$ cat src/rtl/game_pkg.sv
// Shared encodings and widths for the scoring back end and its BCD converter.
package game_pkg;

    typedef enum logic [1:0] {
        TITLE = 2'd0,
        PLAY  = 2'd1,
        OVER  = 2'd2
    } game_state_e;

    typedef enum logic [1:0] {
        CV_IDLE  = 2'd0,
        CV_SHIFT = 2'd1,
        CV_DONE  = 2'd2
    } conv_state_e;

    localparam int SCORE_W     = 14;
    localparam int BCD_W       = 16;
    localparam int BCD_DIGITS  = BCD_W / 4;
    localparam int MAX_LEVEL   = 8;
    localparam int LEVEL_W     = 4;
    localparam int CONV_SHIFTS = SCORE_W;
    localparam logic [SCORE_W-1:0] SCORE_MAX = 14'd9999;

    // Double-dabble correction: any digit of 5 or more gets +3 before the next shift.
    function automatic logic [BCD_W-1:0] dabble_adjust(input logic [BCD_W-1:0] acc);
        logic [BCD_W-1:0] r;
        r = acc;
        for (int d = 0; d < BCD_DIGITS; d++) begin
            if (acc[4*d +: 4] >= 4'd5) begin
                r[4*d +: 4] = acc[4*d +: 4] + 4'd3;
            end
        end
        return r;
    endfunction

endpackage

$ cat src/rtl/bin2bcd_seq.sv
// Iterative double-dabble converter: one load edge, one edge per input bit,
// then one edge that commits the finished digits to bcd in a single update.
module bin2bcd_seq
    import game_pkg::*;
(
    input  logic               clk,
    input  logic               reset_n,
    input  logic               start,
    input  logic [SCORE_W-1:0] bin,
    output logic               busy,
    output logic               done,
    output logic [BCD_W-1:0]   bcd
);

    // Handshake: start is taken (and bin captured) on an edge where busy is low
    // or done is high; done is high for the one cycle whose closing edge writes bcd.

    conv_state_e        state_q, state_d;
    logic [SCORE_W-1:0] bin_q, bin_d;
    logic [BCD_W-1:0]   acc_q, acc_d;
    logic [BCD_W-1:0]   acc_adj;
    logic [3:0]         cnt_q, cnt_d;
    logic [BCD_W-1:0]   bcd_q, bcd_d;

    assign acc_adj = dabble_adjust(acc_q);

    always_comb begin
        state_d = state_q;
        bin_d   = bin_q;
        acc_d   = acc_q;
        cnt_d   = cnt_q;
        bcd_d   = bcd_q;
        case (state_q)
            CV_IDLE: begin
                if (start) begin
                    bin_d   = bin;
                    acc_d   = '0;
                    cnt_d   = '0;
                    state_d = CV_SHIFT;
                end
            end
            CV_SHIFT: begin
                acc_d = {acc_adj[BCD_W-2:0], bin_q[SCORE_W-1]};
                bin_d = {bin_q[SCORE_W-2:0], 1'b0};
                cnt_d = cnt_q + 4'd1;
                if (cnt_q == 4'(CONV_SHIFTS - 1)) begin
                    state_d = CV_DONE;
                end
            end
            CV_DONE: begin
                bcd_d   = acc_q;
                state_d = CV_IDLE;
                if (start) begin
                    bin_d   = bin;
                    acc_d   = '0;
                    cnt_d   = '0;
                    state_d = CV_SHIFT;
                end
            end
            default: begin
                state_d = CV_IDLE;
            end
        endcase
    end

    always_ff @(posedge clk or negedge reset_n) begin
        if (!reset_n) begin
            state_q <= CV_IDLE;
            bin_q   <= '0;
            acc_q   <= '0;
            cnt_q   <= '0;
            bcd_q   <= '0;
        end else begin
            state_q <= state_d;
            bin_q   <= bin_d;
            acc_q   <= acc_d;
            cnt_q   <= cnt_d;
            bcd_q   <= bcd_d;
        end
    end

    assign busy = (state_q != CV_IDLE);
    assign done = (state_q == CV_DONE);
    assign bcd  = bcd_q;

endmodule

$ cat src/rtl/score_keeper.sv
// Game scoring back end: hit/miss accounting, TITLE/PLAY/OVER sequencing,
// lane speed-shift bus and BCD display value for the seven-segment digits.
module score_keeper
    import game_pkg::*;
#(
    parameter int LANES       = 4,
    parameter int MAX_MISSES  = 8,
    parameter int STREAK_STEP = 10,
    parameter int LEVEL_STEP  = 16,
    parameter int SPEED_STEP  = 20000
) (
    input  logic               clk,
    input  logic               reset_n,
    input  logic               start,
    input  logic [LANES-1:0]   point_flag,
    input  logic [LANES-1:0]   block_gone_flag,
    output logic [1:0]         game_state,
    output logic [SCORE_W-1:0] score_bin,
    output logic [BCD_W-1:0]   score_bcd,
    output logic [7:0]         streak,
    output logic [2:0]         multiplier,
    output logic [3:0]         misses,
    output logic [49:0]        speed_shift
);

    localparam int CNT_W = $clog2(LANES + 1);

    game_state_e        state_q, state_d;
    logic [SCORE_W-1:0] score_q, score_d;
    logic [7:0]         streak_q, streak_d;
    logic [3:0]         misses_q, misses_d;
    logic [LANES-1:0]   gone_prev_q, gone_prev_d;
    logic               req_q, pending_q, pending_d;

    logic [CNT_W-1:0]   hits, new_misses;
    logic [LANES-1:0]   gone_rise;
    logic [7:0]         tier;
    logic [2:0]         mult_c;
    logic [5:0]         gain;
    logic [SCORE_W:0]   score_sum;
    logic [SCORE_W-1:0] score_play;
    logic [8:0]         streak_sum;
    logic [7:0]         streak_play;
    logic [4:0]         miss_sum;
    logic [3:0]         misses_play;
    logic [SCORE_W-1:0] level_raw;
    logic [LEVEL_W-1:0] level;

    logic               conv_start, conv_busy, conv_done;
    logic [BCD_W-1:0]   conv_bcd;

    // Only a low-to-high edge of a sticky gone flag is a new miss.
    assign gone_rise = block_gone_flag & ~gone_prev_q;

    always_comb begin
        hits       = '0;
        new_misses = '0;
        for (int i = 0; i < LANES; i++) begin
            hits       = hits + CNT_W'(point_flag[i]);
            new_misses = new_misses + CNT_W'(gone_rise[i]);
        end
    end

    assign tier   = streak_q / 8'(STREAK_STEP);
    assign mult_c = (tier >= 8'd3) ? 3'd4 : (tier[2:0] + 3'd1);

    assign gain       = 6'(hits) * 6'(mult_c);
    assign score_sum  = (SCORE_W+1)'(score_q) + (SCORE_W+1)'(gain);
    assign score_play = (score_sum > (SCORE_W+1)'(SCORE_MAX)) ? SCORE_MAX
                                                              : score_sum[SCORE_W-1:0];

    assign streak_sum  = 9'(streak_q) + 9'(hits);
    assign streak_play = (new_misses != '0)        ? 8'd0 :
                         (streak_sum > 9'd255)     ? 8'd255 : streak_sum[7:0];

    assign miss_sum    = 5'(misses_q) + 5'(new_misses);
    assign misses_play = (miss_sum >= 5'(MAX_MISSES)) ? 4'(MAX_MISSES) : miss_sum[3:0];

    assign level_raw   = score_q / SCORE_W'(LEVEL_STEP);
    assign level       = (level_raw >= SCORE_W'(MAX_LEVEL)) ? LEVEL_W'(MAX_LEVEL)
                                                            : level_raw[LEVEL_W-1:0];

    always_comb begin
        state_d     = state_q;
        score_d     = score_q;
        streak_d    = streak_q;
        misses_d    = misses_q;
        gone_prev_d = gone_prev_q;
        case (state_q)
            TITLE: begin
                score_d     = '0;
                streak_d    = '0;
                misses_d    = '0;
                gone_prev_d = '0;
                if (start) begin
                    state_d     = PLAY;
                    gone_prev_d = block_gone_flag;
                end
            end
            PLAY: begin
                if (!start) begin
                    state_d     = TITLE;
                    score_d     = '0;
                    streak_d    = '0;
                    misses_d    = '0;
                    gone_prev_d = '0;
                end else begin
                    score_d     = score_play;
                    streak_d    = streak_play;
                    misses_d    = misses_play;
                    gone_prev_d = block_gone_flag;
                    if (misses_play == 4'(MAX_MISSES)) begin
                        state_d = OVER;
                    end
                end
            end
            OVER: begin
                if (!start) begin
                    state_d     = TITLE;
                    score_d     = '0;
                    streak_d    = '0;
                    misses_d    = '0;
                    gone_prev_d = '0;
                end
            end
            default: begin
                state_d     = TITLE;
                score_d     = '0;
                streak_d    = '0;
                misses_d    = '0;
                gone_prev_d = '0;
            end
        endcase
    end

    // A score change that lands while the converter is busy is remembered in
    // one pending bit; the rerun samples whatever score_bin holds by then.
    assign conv_start = (req_q | pending_q) & (~conv_busy | conv_done);

    always_comb begin
        pending_d = pending_q;
        if (conv_start) begin
            pending_d = 1'b0;
        end else if (req_q) begin
            pending_d = 1'b1;
        end
    end

    always_ff @(posedge clk or negedge reset_n) begin
        if (!reset_n) begin
            state_q     <= TITLE;
            score_q     <= '0;
            streak_q    <= '0;
            misses_q    <= '0;
            gone_prev_q <= '0;
            req_q       <= 1'b0;
            pending_q   <= 1'b0;
        end else begin
            state_q     <= state_d;
            score_q     <= score_d;
            streak_q    <= streak_d;
            misses_q    <= misses_d;
            gone_prev_q <= gone_prev_d;
            req_q       <= (score_d != score_q);
            pending_q   <= pending_d;
        end
    end

    bin2bcd_seq u_bin2bcd (
        .clk     (clk),
        .reset_n (reset_n),
        .start   (conv_start),
        .bin     (score_q),
        .busy    (conv_busy),
        .done    (conv_done),
        .bcd     (conv_bcd)
    );

    assign game_state  = state_q;
    assign score_bin   = score_q;
    assign score_bcd   = conv_bcd;
    assign streak      = streak_q;
    assign multiplier  = mult_c;
    assign misses      = misses_q;
    assign speed_shift = 50'(level) * 50'(SPEED_STEP);

endmodule

$ cat config.mk
export PLATFORM = sky130hd
export DESIGN_NAME = score_keeper
export DESIGN_NICKNAME = d
export VERILOG_FILES = /design/src/rtl/game_pkg.sv /design/src/rtl/bin2bcd_seq.sv /design/src/rtl/score_keeper.sv
export SDC_FILE = /design/constraint.sdc
export NUM_CORES = 1
export LEC_CHECK = 0
export CAP_MARGIN = 10
export CORE_MARGIN = 1
export CORE_UTILIZATION = 40
export DETAILED_ROUTE_END_ITERATION = 8
export DONT_BUFFER_PORTS = 1
export HOLD_SLACK_MARGIN = 0.06
export SYNTH_ARGS = -nofsm -noshare
export SYNTH_HDL_FRONTEND = slang
export SYNTH_SLANG_ARGS = --single-unit
$ cat constraint.sdc
create_clock -name clk -period 7.5 [get_ports clk]
set_input_delay 1.5 -clock clk [delete_from_list [all_inputs] [get_ports clk]]
set_output_delay 1.5 -clock clk [all_outputs]
set_load 0.005 [all_outputs]
==> results of run 1 <==
[state kept, by name, summed over array words and instances, names as in the netlist]
register and cells:
misses 4, u_bin2bcd.bin_q 14, streak 8, gone_prev_q 4, u_bin2bcd.state_q 2, pending_q 1, game_state 2, score_bin 14
u_bin2bcd.acc_q 16, u_bin2bcd.cnt_q 4, u_bin2bcd.bcd 16, req_q 1
[power breakdown]
group / internal [uW] / switching [uW] / leakage (uW)
logic: 142 / 248 / 0.00184
clock network: 297 / 203 / 0.000162
registers: 516 / 66.9 / 0.00118
[per-stage QoR]
| stage | power, uW | hold WS, ps | setup WS [ps] | utilization [%] |
|---|---|---|---|---|
| global route | 1570 | 513 | 141 | 43.3 |
| CTS | 1490 | 490 | 656 | 43.3 |
| finish | 1470 | 486 | 613 | 43.3 |
| floorplan | 895 | 448 | 1570 | - |
| detailed placement | 983 | 474 | 669 | 41.2 |
| global placement | 967 | 461 | 811 | 41.2 |
[worst paths after layout]
path / cells past startpoint / slack, ps / to
worst max-delay path: 23 / 610 / score_bin[11]$_DFF_PN0_
worst min-delay path: 2 / 490 / u_bin2bcd.bin_q[2]$_DFFE_PN0P_
worst max register to register: 23 / 610 / score_bin[11]$_DFF_PN0_
worst min register to register: 2 / 490 / u_bin2bcd.bin_q[2]$_DFFE_PN0P_
max in group asynchronous: 0 / 6540 / misses[0]$_DFFE_PN0P_
min in group asynchronous: 0 / 840 / score_bin[11]$_DFF_PN0_
[critical path, stage by stage (launching register included)]
cell       delay, ps
dfrtp_1          730
nand3b_1         150
a21oi_1          190
a311oi_2         110
maj3_1           380
a211oi_1         250
o21ai_1          170
ha_1             240
a2111oi_2        560
inv_1            210
nor2_1           260
nand2_1          110
fa_1             460
fa_1             510
inv_1             70
fa_1             500
a21oi_1          250
o21ai_1          170
and2_1           220
o311a_1          350
nor2_4           220
nand2_2          190
or3_1            350
a31oi_1          170
[layer usage]
| metal | track usage, % | vias to the layer above | share of wire (%) |
|---|---|---|---|
| met5 | 0 | - | 0 |
| met4 | 7.68 | 0 | 2.2 |
| met3 | 4.84 | 23 | 5.8 |
| met2 | 31.5 | 163 | 47 |
| met1 | 25.0 | 2471 | 45 |
| li1 | - | 2384 | - |
[synth_stat cells (all sizes together), types with 6 or more instances]
master,n,area (um^2)
nor3,17,90.1
a21oi,40,200
clkbuf,22,83.8
and3,8,55.1
a21o,11,82.6
nand3,24,125
a211oi,9,67.6
nand2,67,254
o21ai,69,345
nand2b,10,62.6
xnor2,11,96.3
mux2i,16,160
nand4,6,43.8
inv,51,191
nor2,34,135
mux2,8,90.1
and2,9,56.3
buf,52,369
ha,47,588
nor2b,14,87.6
fa,12,240
nor3b,6,50.1
xor2,10,87.6
dfrtp,86,2150
[logic make-up after synthesis]
family                   after synthesis
multiplexers                          24
adder cells (fa/ha/maj)               60
other                                  1
flip-flops                            86
AO/OA/AOI/OAI                        187
XOR/XNOR                              21
buffers and inverters                125
AND/OR/NAND/NOR                      211
[area by class of cell]
class                      instances  area (um^2)
fill                            1508         8720
multi-input combinational        539         3710
sequential                        86         2150
tap                              211          264
clock buffer                       9          225
inverter                          51          191
clock inverter                     7          103
timing repair buffer               1         7.51
==> flow_metrics.env, run 1 <==
export IMPL_status="complete, no violations"
export IMPL_io_buffer_count=0
export IMPL_post_cts_resized=0
export IMPL_timing_final_crit_period_ps=6890
export IMPL_slew_violations=0
export IMPL_start_kind="flop"
export IMPL_synth_top_family_by_area="compound AO/OA/AOI/OAI gates"
export IMPL_cts_sinks=86
export IMPL_fmax_ghz=0.145
export IMPL_ant_nets=0
export IMPL_grt_pass1_wl_mm=25.1
export IMPL_syn_area_mm2=0.00638
export IMPL_wl_per_cell_um=16.7
export IMPL_layout_commonest_cell="dfrtp_1"
export IMPL_finalSetupViolations=0
export IMPL_synth_flop_cell="dfrtp_1"
export IMPL_numCtsBuffers=9
export IMPL_vias=5041
export IMPL_crit_arrival_ps=7160
export IMPL_remaining_drc_errors=0
export IMPL_critPathCaptureType="flop"
export IMPL_worst_pin_slew_ps=973
export IMPL_initial_core_util_pct=41.5
export IMPL_dp_cells=888
export IMPL_r2r_start="streak[5]$_DFFE_PN0P_"
export IMPL_firstDrtPassIters=5
export IMPL_grt_overflow_total=0
export IMPL_syn_area_per_cell_um2=8.92
export IMPL_insertion_delay_ps=360
export IMPL_root_buffer="clkbuf_16"
export IMPL_p_leak_uw=0.00318
export IMPL_areaGrowthSynthToFinish_pct=4.36
export IMPL_final_cell_mix="dfrtp_1 (86), nand2_1 (66), o21ai_0 (64)"
export IMPL_fp_dieH_um=128
export IMPL_drv_cap=0
export IMPL_core_area_mm2=0.0154
export IMPL_die_area_mm2=0.0164
export IMPL_synth_simple_area_share_pct=16.9
export IMPL_final_hold_viol_count=0
export IMPL_ir_drop_v=0.000151
export IMPL_io_pins=108
export IMPL_initialDrtViolationCount=219
export IMPL_clk_pin_slew_worst_paths_ps=70
export IMPL_htree_levels=3
export IMPL_grt_antenna_before_repair=0
export IMPL_synth_seq_cells=86
export IMPL_finalCritPeriodShare_pct=91.8
export IMPL_hold_start="u_bin2bcd.bin_q[2]$_DFFE_PN0P_"
export IMPL_fin_skew_ps=13.8
export IMPL_cts_tree="built"
export IMPL_core_rowCount=45
export IMPL_tns_ps=0
export IMPL_layout_nets=758
export IMPL_via_per_inst=5.58
export IMPL_path_class="flop to flop"
export IMPL_design_area_mm2=0.00665
export IMPL_postCtsSetupRepairBufs=0
export IMPL_cp_startpoint="streak[5]$_DFFE_PN0P_"
export IMPL_cts_buffer_depth=2
export IMPL_slew_headroom_pct=35.1
export IMPL_p_per_area_mw_per_mm2=221
export IMPL_cp_required_ps=7780
export IMPL_ys_warn_count=0
export IMPL_finalNonFillerCells=904
export IMPL_synthArstFlopShare_pct=100
export IMPL_grt_usage_pct=19.5
export IMPL_drt_wl_total_mm=15.1
export IMPL_antennaDiodeCount=0
export IMPL_seq_area_frac_synth_pct=33.8
export IMPL_die_w_um=128
export IMPL_synth_xor_area_share_pct=2.88
export IMPL_synth_adder_area_share_pct=13.1
export IMPL_gp_congestion=0.914
export IMPL_yosysUniqueCellTypes=81
export IMPL_synthCells=715
export IMPL_post_dp_cell_area_mm2=0.00633
export IMPL_synth_area_mux_share_pct=3.92
export IMPL_crit_fanout=17
export IMPL_grt_max_degree=87
export IMPL_hp_class="flop to flop"
export IMPL_hpwl_mm=11.2
export IMPL_hold_buffers=0
export IMPL_rsz0062_at_grt="false"
export IMPL_synth_edff_count=0
export IMPL_drive_above_1_share_pct=6.20
export IMPL_synth_compound_area_share_pct=19.2
export IMPL_first_global_vias=4927
(Power assumes the default switching activity.)
==> inputs of run 2 (changes only) <==
Settings changed: CTS_BUF_LIST set to sky130_fd_sc_hd__clkbuf_8 sky130_fd_sc_hd__clkbuf_16, TNS_END_PERCENT set to 5.
==> results of run 2 <==
No change in the layout: final DEF, timing and power equal those of run 1.
